### src/rtl/irq_pending_latch.sv
// irq_pending_latch: synchronise four request lines, latch rising edges as pending events until acknowledged
// Ports:
//   clk, rst_n          clock and asynchronous active-low reset
//   irq_in[3:0]         asynchronous request lines, bit i is channel i
//   mask[3:0]           per-channel visibility on d0..d3
//   ack_valid, ack_code consumer serviced channel ack_code this cycle
//   ovf_clr             clears all overflow flags
//   d0..d3              pending & mask, feeds the priority encoder
//   pend_cnt            registered popcount of pending (unmasked)
//   ovf[3:0]            sticky: an edge arrived while the channel was already pending
// Optional: define IRQ_LEVEL_MODE_EN to add level_sel[3:0]; selected channels track the synchronised level.
module irq_pending_latch #(
    parameter int SYNC_STAGES = 2,
    parameter int CNT_W       = 3
) (
    input  logic             clk,
    input  logic             rst_n,
    input  logic [3:0]       irq_in,
    input  logic [3:0]       mask,
    input  logic             ack_valid,
    input  logic [1:0]       ack_code,
    input  logic             ovf_clr,
`ifdef IRQ_LEVEL_MODE_EN
    input  logic [3:0]       level_sel,
`endif
    output logic             d0,
    output logic             d1,
    output logic             d2,
    output logic             d3,
    output logic [CNT_W-1:0] pend_cnt,
    output logic [3:0]       ovf
);
    logic [3:0]       sync_q [SYNC_STAGES];
    logic [3:0]       prev_q, pend_q, pend_d, ovf_q, ovf_d;
    logic [3:0]       s, rise, ack_hit, lvl;
    logic [CNT_W-1:0] cnt_q, cnt_d;
`ifdef IRQ_LEVEL_MODE_EN
    assign lvl = level_sel;
`else
    assign lvl = 4'b0;
`endif
    assign s       = sync_q[SYNC_STAGES-1];
    assign rise    = s & ~prev_q;
    assign ack_hit = ack_valid ? 4'b1 << ack_code : 4'b0;
    // A fresh edge on the serviced channel replaces the serviced event, so it is not an overflow.
    always_comb begin
        pend_d = (lvl & s) | (~lvl & (rise | (pend_q & ~ack_hit)));
        ovf_d  = ~lvl & ((rise & pend_q & ~ack_hit) | (ovf_q & ~{4{ovf_clr}}));
        cnt_d  = CNT_W'(pend_d[0]) + CNT_W'(pend_d[1]) + CNT_W'(pend_d[2]) + CNT_W'(pend_d[3]);
    end
    always_ff @(posedge clk or negedge rst_n) begin
        if (!rst_n) begin
            for (int k = 0; k < SYNC_STAGES; k++) sync_q[k] <= '0;
            prev_q <= '0;
            pend_q <= '0;
            ovf_q  <= '0;
            cnt_q  <= '0;
        end else begin
            sync_q[0] <= irq_in;
            for (int k = 1; k < SYNC_STAGES; k++) sync_q[k] <= sync_q[k-1];
            prev_q <= s;
            pend_q <= pend_d;
            ovf_q  <= ovf_d;
            cnt_q  <= cnt_d;
        end
    end
    assign {d3, d2, d1, d0} = pend_q & mask;
    assign pend_cnt         = cnt_q;
    assign ovf              = ovf_q;
endmodule

### config.mk
export PLATFORM = sky130hd
export DESIGN_NAME = irq_pending_latch
export DESIGN_NICKNAME = d
export VERILOG_FILES = /design/src/rtl/irq_pending_latch.sv
export SDC_FILE = /design/constraint.sdc
export NUM_CORES = 1
export LEC_CHECK = 0
export ABC_AREA = 0
export CAP_MARGIN = 20
export CORE_MARGIN = 4
export CORE_UTILIZATION = 47
export DETAILED_ROUTE_END_ITERATION = 16
export PLACE_DENSITY_LB_ADDON = 0.05
export SYNTH_ARGS = -nofsm -noshare
export SYNTH_HDL_FRONTEND = slang
export SYNTH_SLANG_ARGS = --single-unit
### constraint.sdc
create_clock -name clk -period 4.65 [get_ports clk]
set_input_delay 0.93 -clock clk [delete_from_list [all_inputs] [get_ports clk]]
set_output_delay 0.93 -clock clk [all_outputs]
set_load 0.01 [all_outputs]
==> results.cfg <==
[logic_synthesis]
syn-cell-area_sq_um = 805
syn-instance-count = 54
synth.area.top_cells = dfrtp_1 72%, a32o_1 3.7%, and2_1 3.1%
yosysUniqueCellTypes = 17
synth.top_cell.area_share = 0.715
syn_nets = 71
synth-seq-area-share = 0.715
yosys_warnings = 0
ys_seq_elements = 23
synth_top_cell_by_area = dfrtp_1
syn_avg_cell_area_sq_um = 14.9

[clocking]
h-tree-depth = 1
cts_setup_buffers = 0
cts_tree = built
clk_pin_slew_ns = 0.11
cts_hold_buf = 0
root_buffer = clkbuf_4
clkLatencyLatePin_ns = 0.31
cts.sinks = 23
ctsResizeCount = 0
ctsLongestPathBuffers = 2
cts_buffers = 3

[global_routing]
grt_pass1_wl_mm = 2.20
antenna_found_initial = 0
grt_usage = 0.118
grt_max_degree = 24
gr-total-overflow = 0
grt_pass1_vias = 511

[placement]
portBuffers = 24
place_hpwl_mm = 1.01
routabilityCongestion = 0.692
dp_cells = 94
placed_cell_area_sq_mm = 0.00106

[min_path]
hold_path.class = flop to flop

[sta]
setup_violations = 0
rsz0062_at_grt = no
worst_pin_slew_ns = 0.486
fin_crit_sh = 0.639
fin_crit_ns = 2.97
slew_headroom = 0.675
finalSetupTns_ns = 0
hold_ws_ns = 0.361
hold_viol_final = 0
clock.fmax_mhz = 336
slew_viol_final = 0
fin_skew_ns = 0.00457

[critical_path]
endpoint_kind = primary output
worst-path-max-fanout = 1
r2r_slack_ns = 2.83
crit_path_start_kind = input port
cp.arrival_ns = 2.04
critical_path_required_ns = 3.72
path_class = input port to primary output

[power_and_ir_drop]
pwr-share-clk = 0.214
switchingPower_uw = 102
p_leak_nw = 0.494
vdd_ir_drop_max_mv = 0.252
pwr-share-comb = 0.220
p_int_uw = 310
p_sw_frac = 0.247
p_seq_frac = 0.566
power_density_mw_per_mm2 = 372
power_uw = 412

[floorplanning]
start_util = 0.516
rows = 14
core-area_sq_mm = 0.00156
die_h_um = 49.4
num_io_pins = 25
dieWidth_um = 49.4
die-area_sq_mm = 0.00244

[layout]
fill_cells = 115
regArea_sq_um = 576
nets = 101
area_growth_pct = 37.6
final_area_sq_mm = 0.00111
final_cells = 99
drive_above_1_share = 0.0843
antennaDiodeCount = 0
multi_input_area_sq_um = 210

[drt]
wl_per_cell_um = 13.4
via_per_inst = 4.98
ant_nets = 0
firstDrtPassIters = 2
drc = 0
vias = 493
drt_iter0_drc = 1
wirelength_mm = 1.33

[outcome]
status = completed

[job]
cap_viol_max_count = 0
logic make-up (layout without fill, tap and decap cells):
| logic type | Yosys count | after routing | share of synthesized area |
|---|---|---|---|
| and+or+nand+nor | 12 | 12 | 0.101 |
| buffers and inverters | 5 | 34 | 0.0233 |
| DFF | 23 | 23 | 0.715 |
| adders and majority gates | 3 | 3 | 0.0560 |
| AOI/OAI and AO/OA | 11 | 11 | 0.104 |
synth_stat cells:
master / instances
a21oi_1: 3
a21o_1: 2
nor2b_1: 3
dfrtp_1: 23
ha_1: 2
nand2b_1: 1
nand3b_1: 1
inv_1: 5
and2_1: 4
nand3_1: 1
fa_1: 1
a21o_2: 1
or3b_1: 1
and3b_2: 1
o22ai_1: 1
a32o_1: 3
o41ai_1: 1
flip-flops by register name (all words and copies together) (netlist names):
| signal | flops |
|---|---|
| ovf | 4 |
| pend_cnt | 3 |
| pend_q | 4 |
| prev_q | 4 |
| s | 4 |
| sync_q | 4 |
per-layer routing:
layer	routed length, um	part of all wire	up-vias	GRT usage
met5	0	0	-	0
met4	14	0.011	0	0.0553
met3	131	0.099	2	0.0306
met2	638	0.48	20	0.208
met1	543	0.41	228	0.133
li1	-	-	243	-
worst max-delay path, cell delays in order:
cell and delay [ns]:
clkdlybuf4s50_1 0.46, and2_1 0.12, clkdlybuf4s50_1 0.53
worst paths after layout:
kind / start / endpoint / cells past startpoint
hold / removal: sync_q[6] / s[2] / 0
min in group asynchronous: rst_n / prev_q[0] / 1
hold reg to reg: sync_q[6] / s[2] / 0
max in group asynchronous: rst_n / pend_cnt[2] / 2
setup reg to reg: s[0] / pend_cnt[1] / 6
setup / recovery: mask[3] / d3 / 3
power by group through the flow:
stage	Combinational, mW	Sequential, mW	Clock, mW
2_1_floorplan	0.0256	0.243	0
3_3_place_gp	0.0887	0.238	0
3_5_place_dp	0.0914	0.237	0
4_1_cts	0.0920	0.234	0.0921
5_1_grt	0.0993	0.236	0.102
6_report	0.0906	0.233	0.0882
placed cells by master, fill, tap and decap left out:
master,n
and3b_2,1
clkdlybuf4s50_1,24
nor2b_1,3
nand3_1,1
a32o_1,3
clkinv_2,1
and2_1,4
inv_1,5
ha_1,2
o22ai_1,1
or3b_1,1
o41ai_1,1
nand2b_1,1
fa_1,1
nand3b_1,1
a21oi_1,3
clkbuf_4,3
a21o_2,1
dfrtp_1,23
buf_8,1
a21o_1,2
stage by stage:
stage	utilization	worst slack, ns
2_1_floorplan	-	2.19
6_report	0.710	1.68
5_1_grt	0.710	1.63
3_5_place_dp	0.683	1.60
3_3_place_gp	0.683	1.63
4_1_cts	0.701	1.68
cell type report:
type	count	area share
tap	16	0.0181
multi-input combinational	26	0.190
clock buffer	3	0.0203
sequential	23	0.520
inverter	5	0.0169
clock inverter	1	0.00452
timing repair buffer	25	0.231
No activity file was read; power rests on OpenSTA's default activity.
